===== src/rtl/mem_port_arbiter_pkg.sv =====
// Shared widths, FSM state and transaction-owner encodings for the memory port arbiter.
package mem_port_arbiter_pkg;

    localparam int unsigned DEF_ADDR_W = 64;
    localparam int unsigned DEF_DATA_W = 64;
    localparam int unsigned DEF_MASK_W = DEF_DATA_W / 8;

    typedef enum logic [1:0] {
        IDLE  = 2'd0,
        ISSUE = 2'd1,
        WAIT  = 2'd2,
        RESP  = 2'd3
    } arb_state_t;

    typedef enum logic {
        OWN_IF = 1'b0,
        OWN_LS = 1'b1
    } owner_t;

endpackage


===== src/rtl/mem_port_arbiter.sv =====
// Arbitrates the single shared memory port between instruction fetch and load/store,
// one outstanding transaction at a time, with load/store taking priority.
module mem_port_arbiter
    import mem_port_arbiter_pkg::*;
#(
    parameter int unsigned ADDR_W = DEF_ADDR_W,
    parameter int unsigned DATA_W = DEF_DATA_W,
    parameter int unsigned MASK_W = DATA_W / 8
) (
    input  logic              clk,
    input  logic              rst,
    input  logic              if_req_valid,
    output logic              if_req_ready,
    input  logic [ADDR_W-1:0] if_req_addr,
    input  logic              if_flush,
    output logic              if_rsp_valid,
    output logic [DATA_W-1:0] if_rsp_rdata,
    input  logic              ls_req_valid,
    output logic              ls_req_ready,
    input  logic [ADDR_W-1:0] ls_req_addr,
    input  logic              ls_req_we,
    input  logic [DATA_W-1:0] ls_req_wdata,
    input  logic [MASK_W-1:0] ls_req_wmask,
    output logic              ls_rsp_valid,
    output logic [DATA_W-1:0] ls_rsp_rdata,
    output logic              mem_req_valid,
    input  logic              mem_req_ready,
    output logic [ADDR_W-1:0] mem_req_addr,
    output logic              mem_req_we,
    output logic [DATA_W-1:0] mem_req_wdata,
    output logic [MASK_W-1:0] mem_req_wmask,
    input  logic              mem_rsp_valid,
    input  logic [DATA_W-1:0] mem_rsp_rdata,
    output logic              busy,
    output logic              err_spurious_rsp
);

    arb_state_t        state_q, state_d;
    owner_t            owner_q;
    logic              drop_q;
    logic [ADDR_W-1:0] addr_q;
    logic              we_q;
    logic [DATA_W-1:0] wdata_q;
    logic [MASK_W-1:0] wmask_q;
    logic [DATA_W-1:0] if_rdata_q;
    logic [DATA_W-1:0] ls_rdata_q;
    logic              err_q;

    always_comb begin
        state_d      = state_q;
        if_req_ready = 1'b0;
        ls_req_ready = 1'b0;
        case (state_q)
            IDLE: begin
                if (ls_req_valid) begin
                    ls_req_ready = 1'b1;
                    state_d      = ISSUE;
                end else if (if_req_valid && !if_flush) begin
                    if_req_ready = 1'b1;
                    state_d      = ISSUE;
                end
            end
            ISSUE: if (mem_req_ready) state_d = WAIT;
            WAIT:  if (mem_rsp_valid) state_d = RESP;
            RESP:  state_d = IDLE;
            default: state_d = IDLE;
        endcase
    end

    always_ff @(posedge clk or posedge rst) begin
        if (rst) begin
            state_q    <= IDLE;
            owner_q    <= OWN_IF;
            drop_q     <= 1'b0;
            addr_q     <= '0;
            we_q       <= 1'b0;
            wdata_q    <= '0;
            wmask_q    <= '0;
            if_rdata_q <= '0;
            ls_rdata_q <= '0;
            err_q      <= 1'b0;
        end else begin
            state_q <= state_d;

            if (ls_req_ready) begin
                owner_q <= OWN_LS;
                addr_q  <= ls_req_addr;
                we_q    <= ls_req_we;
                wdata_q <= ls_req_wdata;
                wmask_q <= ls_req_we ? ls_req_wmask : '0;
            end else if (if_req_ready) begin
                owner_q <= OWN_IF;
                drop_q  <= 1'b0;
                addr_q  <= if_req_addr;
                we_q    <= 1'b0;
                wdata_q <= '0;
                wmask_q <= '0;
            end

            // A squashed fetch still finishes on the bus; only its response is suppressed.
            if (if_flush && state_q != IDLE && owner_q == OWN_IF) drop_q <= 1'b1;

            if (state_q == WAIT && mem_rsp_valid) begin
                if (owner_q == OWN_LS) ls_rdata_q <= we_q ? '0 : mem_rsp_rdata;
                else                   if_rdata_q <= mem_rsp_rdata;
            end

            if (mem_rsp_valid && state_q != WAIT) err_q <= 1'b1;
        end
    end

    assign mem_req_valid    = (state_q == ISSUE);
    assign mem_req_addr     = addr_q;
    assign mem_req_we       = we_q;
    assign mem_req_wdata    = wdata_q;
    assign mem_req_wmask    = wmask_q;
    assign if_rsp_valid     = (state_q == RESP) && (owner_q == OWN_IF) && !drop_q && !if_flush;
    assign ls_rsp_valid     = (state_q == RESP) && (owner_q == OWN_LS);
    assign if_rsp_rdata     = if_rdata_q;
    assign ls_rsp_rdata     = ls_rdata_q;
    assign busy             = (state_q != IDLE);
    assign err_spurious_rsp = err_q;

endmodule


===== config.mk =====
export PLATFORM = sky130hd
export DESIGN_NAME = mem_port_arbiter
export DESIGN_NICKNAME = d
export VERILOG_FILES = /design/src/rtl/mem_port_arbiter_pkg.sv /design/src/rtl/mem_port_arbiter.sv
export SDC_FILE = /design/constraint.sdc
export NUM_CORES = 1
export LEC_CHECK = 0
export BUFFER_PORTS_ARGS = -buffer_cell sky130_fd_sc_hd__buf_2
export CELL_PAD_IN_SITES_DETAIL_PLACEMENT = 0
export CELL_PAD_IN_SITES_GLOBAL_PLACEMENT = 1
export CORE_AREA = 2 2 211 213
export DETAILED_ROUTE_END_ITERATION = 8
export DIE_AREA = 0 0 213 215
export HOLD_SLACK_MARGIN = 0.15
export PLACE_DENSITY = 0.68
export RECOVER_POWER = 25
export SYNTH_ARGS = -nofsm -noshare
export SYNTH_HDL_FRONTEND = slang
export SYNTH_SLANG_ARGS = --single-unit

===== constraint.sdc =====
create_clock -name clk -period 13.1 [get_ports clk]
set_input_delay 3.93 -clock clk [delete_from_list [all_inputs] [get_ports clk]]
set_output_delay 3.93 -clock clk [all_outputs]
set_load 0.02 [all_outputs]

# == Word-level counts from Yosys, hierarchy flattened ==
# Index checks and enable logic that the tools add are counted.
# totals
reg_bits,270
wordCells,61
output_inout_bits,272
in_bits,272
# classes
n_mux,23
bitwise_logic,1
reduce_logical,19
n_eq_ne,8
# op_table
op,n
64-bit 2-to-1 mux,5
8-bit 2-to-1 mux,3
1-bit 2-to-1 mux,10
1-bit logical AND,9
2-bit 2-to-1 mux,4
2-bit one-hot mux with 4 select lines,1
2-bit AND reduction,3
2-bit nonzero test,3
2-bit == test (second input constant),2
2-bit by 1-bit != test with 1-bit output (second input constant),2
2-bit != test (second input constant),2
3-bit != test (second input constant),1
3-bit AND reduction,1
2-bit by 1-bit == test with 1-bit output (second input constant),1
1-bit logical NOT,2
2-bit logical NOT,1
1-bit NOT,1

# == Logic depth before layout (Yosys ltp) ==
# logic_depth
depth_word,8
ltp_mapped,8
ltp_nobuf,6

# == Worst setup path after synthesis ==
# OpenSTA, ideal clock, no wires.
# synth_timing
kind,in2out
startpoint,input port if_flush
endpoint,output port if_rsp_valid
cell_stages,1
required_time_ps,9170
path_slack_ps,4477
t_arrival_ps,4693
path_buffers,0
cell_sequence,nor4b_1
# synth_via
elab_chain_len,2
# synth_rtl
element,line,rtl
from (decl),mem_port_arbiter.sv:15,"input logic if_flush,"
1-bit logical NOT,mem_port_arbiter.sv:117,assign if_rsp_valid = (state_q == RESP) && (owner_q == OWN_IF) && !drop_q && !if_flush;
1-bit logical AND,mem_port_arbiter.sv:117,
to (decl),mem_port_arbiter.sv:16,"output logic if_rsp_valid,"
# Every way passes these cells.

# == Worst setup path in the final report ==
# layout_timing
startpoint,input port ls_req_valid
endpoint,output port if_req_ready
# layout_via
elab_chain_len,2
# layout_rtl
element,line,rtl
from (decl),mem_port_arbiter.sv:18,"input logic ls_req_valid,"
1-bit 2-to-1 mux,mem_port_arbiter.sv:55,if (ls_req_valid) begin
1-bit 2-to-1 mux,mem_port_arbiter.sv:53,case (state_q)
to (decl),mem_port_arbiter.sv:13,"output logic if_req_ready,"
# Every way passes these cells.

==> metrics.md <==
| Metric | Value |
|---|---|
| Die area | `45800 um2` |
| Post_cts resized | `0` |
| Hold buffer count at cts | `0` |
| First-pass GRT wire length | `56000 um` |
| Final setup viols | `0` |
| Complex-gate fraction of the synthesized area | `12.8%` |
| Synth top cells by count | `dfrtp_1 (270), nand2_1 (193), a22o_1 (73)` |
| Starting density of the core | `24.9%` |
| Clk root buf | `clkbuf_16` |
| Crit Path Category | `input port to output port` |
| Pre-CTS WS | `~3700 ps` |
| Initial DRT Pass Iterations | `7` |
| Setup_tns | `0 ps` |
| Critical R2R Launch | `state_q[0]` |
| Critical path capture point type | `output port` |
| Synth area leader | `dfrtp_1` |
| Crit path required time | `9170 ps` |
| Initial antenna violation count | `7` |
| Hold Crit Class | `register to register` |
| RSZ-0062 raised after global routing | `no` |
| Worst setup margin | `around 3500 ps` |
| Worst vdd ir | `about 0.12 mV` |
| GRT Total Usage | `15.7%` |
| TritonCTS Buffers | `31` |
| Leak pwr | `about 0.0077 uW` |
| FILL cells | `4552` |
| Dpl cells | `2032` |
| Worst slew margin | `-251%` |
| Drt drc | `0` |
| Share of cells above drive strength 1 | `between 40 and 50%` |
| Synth Area in XOR/XNOR | `0%` |
| Vias in the first global route | `9373` |
| CTS tree | `yes` |
| CP max stage delay | `880 ps` |
| Placer Congestion | `0.831` |
| Most frequent cell after synthesis | `dfrtp_1` |
| R2R cell count | `5` |
| Via count | `9344` |
| Yosys top cell area share | `around 62%` |
| Final Hold Fails | `0` |
| Total power | `3970 uW` |
| Worst hold slack | `470 ps` |
| Sequential-to-total area share from yosys stat | `between 60% and 70%` |
| CTS Buffer Depth | `3` |
| Crit path DAT | `5640 ps` |
| Nets@finish | `1750` |
| Clock Skews | `between 10 and 15 ps` |
| R2R Setup Slk | `8130 ps` |
| Rows | `77` |
| Largest net degree at the start of global routing | `roughly 160` |
| DRT iter0 DRCs | `around 600` |
| Crit path capture | `if_req_ready` |
| CP dominant cell by count | `buf_2` |
| Crit path time final | `9570 ps` |
| Critical path buffers and inverters | `3` |
| Reg area | `6760 um2` |
| Crit-path cells | `buf_2 -> nor4bb_1 -> buf_4 -> buf_2` |
| Routed WL | `37400 um` |
| Final ANT Viol Nets | `0` |
| Async set or reset register ratio after synthesis | `100%` |
| Vias/cell | `4.47` |
| Core Box Area | `43600 um2` |
| Multi-input gate area | `3730 um2` |
| Avg Inst Size Synth | `11.2 um2` |
| Dpl hpwl | `26600 um` |
| Syn Inst Count | `between 900 and 1000` |
| Die Ht | `215 um` |
| Critical-path top delay cell | `nor4bb_1` |
| R2r endpoint | `ls_rsp_rdata[22]` |
| Post-synthesis net count | `roughly 1200` |
| Slew Limit Fails | `221` |
| Post-DR wirelength/cell | `17.9 um` |
| Mapped cell area | `10800 um2` |
| Worst-Skew Late Latency | `580 ps` |
| Violated checks | `capacitance limit, slew limit` |
| Syn-to-layout area delta | `38.7%` |
| Postcts setup bufs | `0` |
| Post-synthesis mux area share | `6.84%` |
| Worst-path maximum fanout | `20` |
| CP startpoint | `ls_req_valid` |
| Largest family of logic cells by synthesized area | `simple AND/OR/NAND/NOR gates` |
| Layout Cells excl Fill | `2091` |
| Top FF cell, synth | `dfrtp_1` |
| WP depth | `4` |
| Htree depth | `1` |
| Fin crit share | `73.1%` |
| Grt ovf | `0` |
| Post-synth EDFFs | `0` |
| Status | `finished with violations` |
| Die X | `213 um` |
| Kind of cell adding the most delay to the critical path | `simple AND/OR/NAND/NOR gates` |
| PortBufs | `543` |
| Post-Synth Simple-Gate Area | `between 10% and 20%` |
| Synth Area in Adders | `0.577%` |
| Clock transition at the registers of the reported paths | `60 ps` |
| Max Cap Viol | `2` |
| Yosys warnings | `0` |
| Slew at the pin closest to its max-slew limit | `around 5200 ps` |
| FF+latch count, synth | `270` |
| P per Cell Area | `between 200 and 300 nW/um2` |
| Post-synthesis cell type count | `31` |
| Clock sink total | `270` |
| Fmax | `104 MHz` |
| Synth top area cells | `dfrtp_1 (62%), nand2_1 (6.7%), mux2_2 (6.6%)` |
| IO Pins | `544` |
| Startpoint types | `input port` |
[worst min-delay path by stage]
stage	cells after the start	slack, ps	end	startpoint
2_1_floorplan	1	470	drop_q	drop_q
3_3_place_gp	2	460	ls_rsp_rdata[22]	ls_rsp_rdata[22]
3_5_place_dp	2	460	ls_rsp_rdata[30]	ls_rsp_rdata[30]
4_1_cts	2	480	ls_rsp_rdata[30]	ls_rsp_rdata[30]
5_1_grt	2	490	ls_rsp_rdata[56]	ls_rsp_rdata[56]
6_report	2	470	ls_rsp_rdata[37]	ls_rsp_rdata[37]
[cell type report]
type | instances | share of cell area [%]
inverter | 8 | 0.241
sequential | 270 | 44.9
clock buffer | 49 | 6.14
multi-input combinational | 609 | 24.8
clock inverter | 7 | 0.399
antenna | 3 | 0.0499
tap | 592 | 4.92
timing repair buffer | 553 | 18.6
[routing by layer]
layer	wire length, um	part of all wire (%)	global-route usage (%)	vias up
met5	49	0.13	0	-
met4	1110	3.0	5.31	10
met3	3770	10	5.87	68
met2	17800	48	26.6	373
met1	14600	39	18.1	4504
li1	-	-	-	4389
[flip-flops by register name (all words and copies together) (netlist names)]
name / cells
ls_rsp_rdata: 64
drop_q: 1
owner_q: 1
state_q: 2
mem_req_addr: 64
err_spurious_rsp: 1
mem_req_we: 1
mem_req_wmask: 8
mem_req_wdata: 64
if_rsp_rdata: 64
[cells by family (layout without fill, tap and decap cells)]
family,after synthesis,in the layout
buf+inv,87,617
flops,270,270
fa+ha+maj,5,5
mux,66,66
simple gates,333,333
other cells,0,3
compound gates,205,205
[power breakdown]
group | switching [uW] | total [uW] | leakage (uW) | internal (uW)
clock | 357 | 840 | 0.000482 | 483
sequential | 198 | 1410 | 0.00330 | 1220
combinational | 1080 | 1710 | 0.00389 | 628
total | 1640 | 3970 | 0.00767 | 2330
[placed cells by master, fill, tap and decap left out, types with 2 or more instances in the layout]
cell type,n
a21o_1,2
a22o_1,73
a31oi_1,64
buf_2,541
buf_4,8
clkbuf_1,13
clkbuf_16,31
clkbuf_8,8
clkinv_2,3
dfrtp_1,269
diode_2,3
ha_1,5
inv_1,6
inv_6,2
mux2_2,64
nand2_1,192
nand2b_1,65
nor2_1,2
nor3_1,64
o21ai_0,63
[worst reg2reg max path, cell delays in order (launching register included)]
cell and delay (ps):
dfrtp_1 370, inv_1 100, ha_1 280, nand3_1 570
clkbuf_1 2760, o21ai_0 580
[per-stage QoR]
stage          util [%]  area (um2)
2_1_floorplan         -       10800
3_3_place_gp       32.3       14100
3_5_place_dp       32.3       14100
4_1_cts            34.6       15100
5_1_grt            34.5       15000
6_report           34.5       15100
No activity file was read; power rests on OpenSTA's default activity.
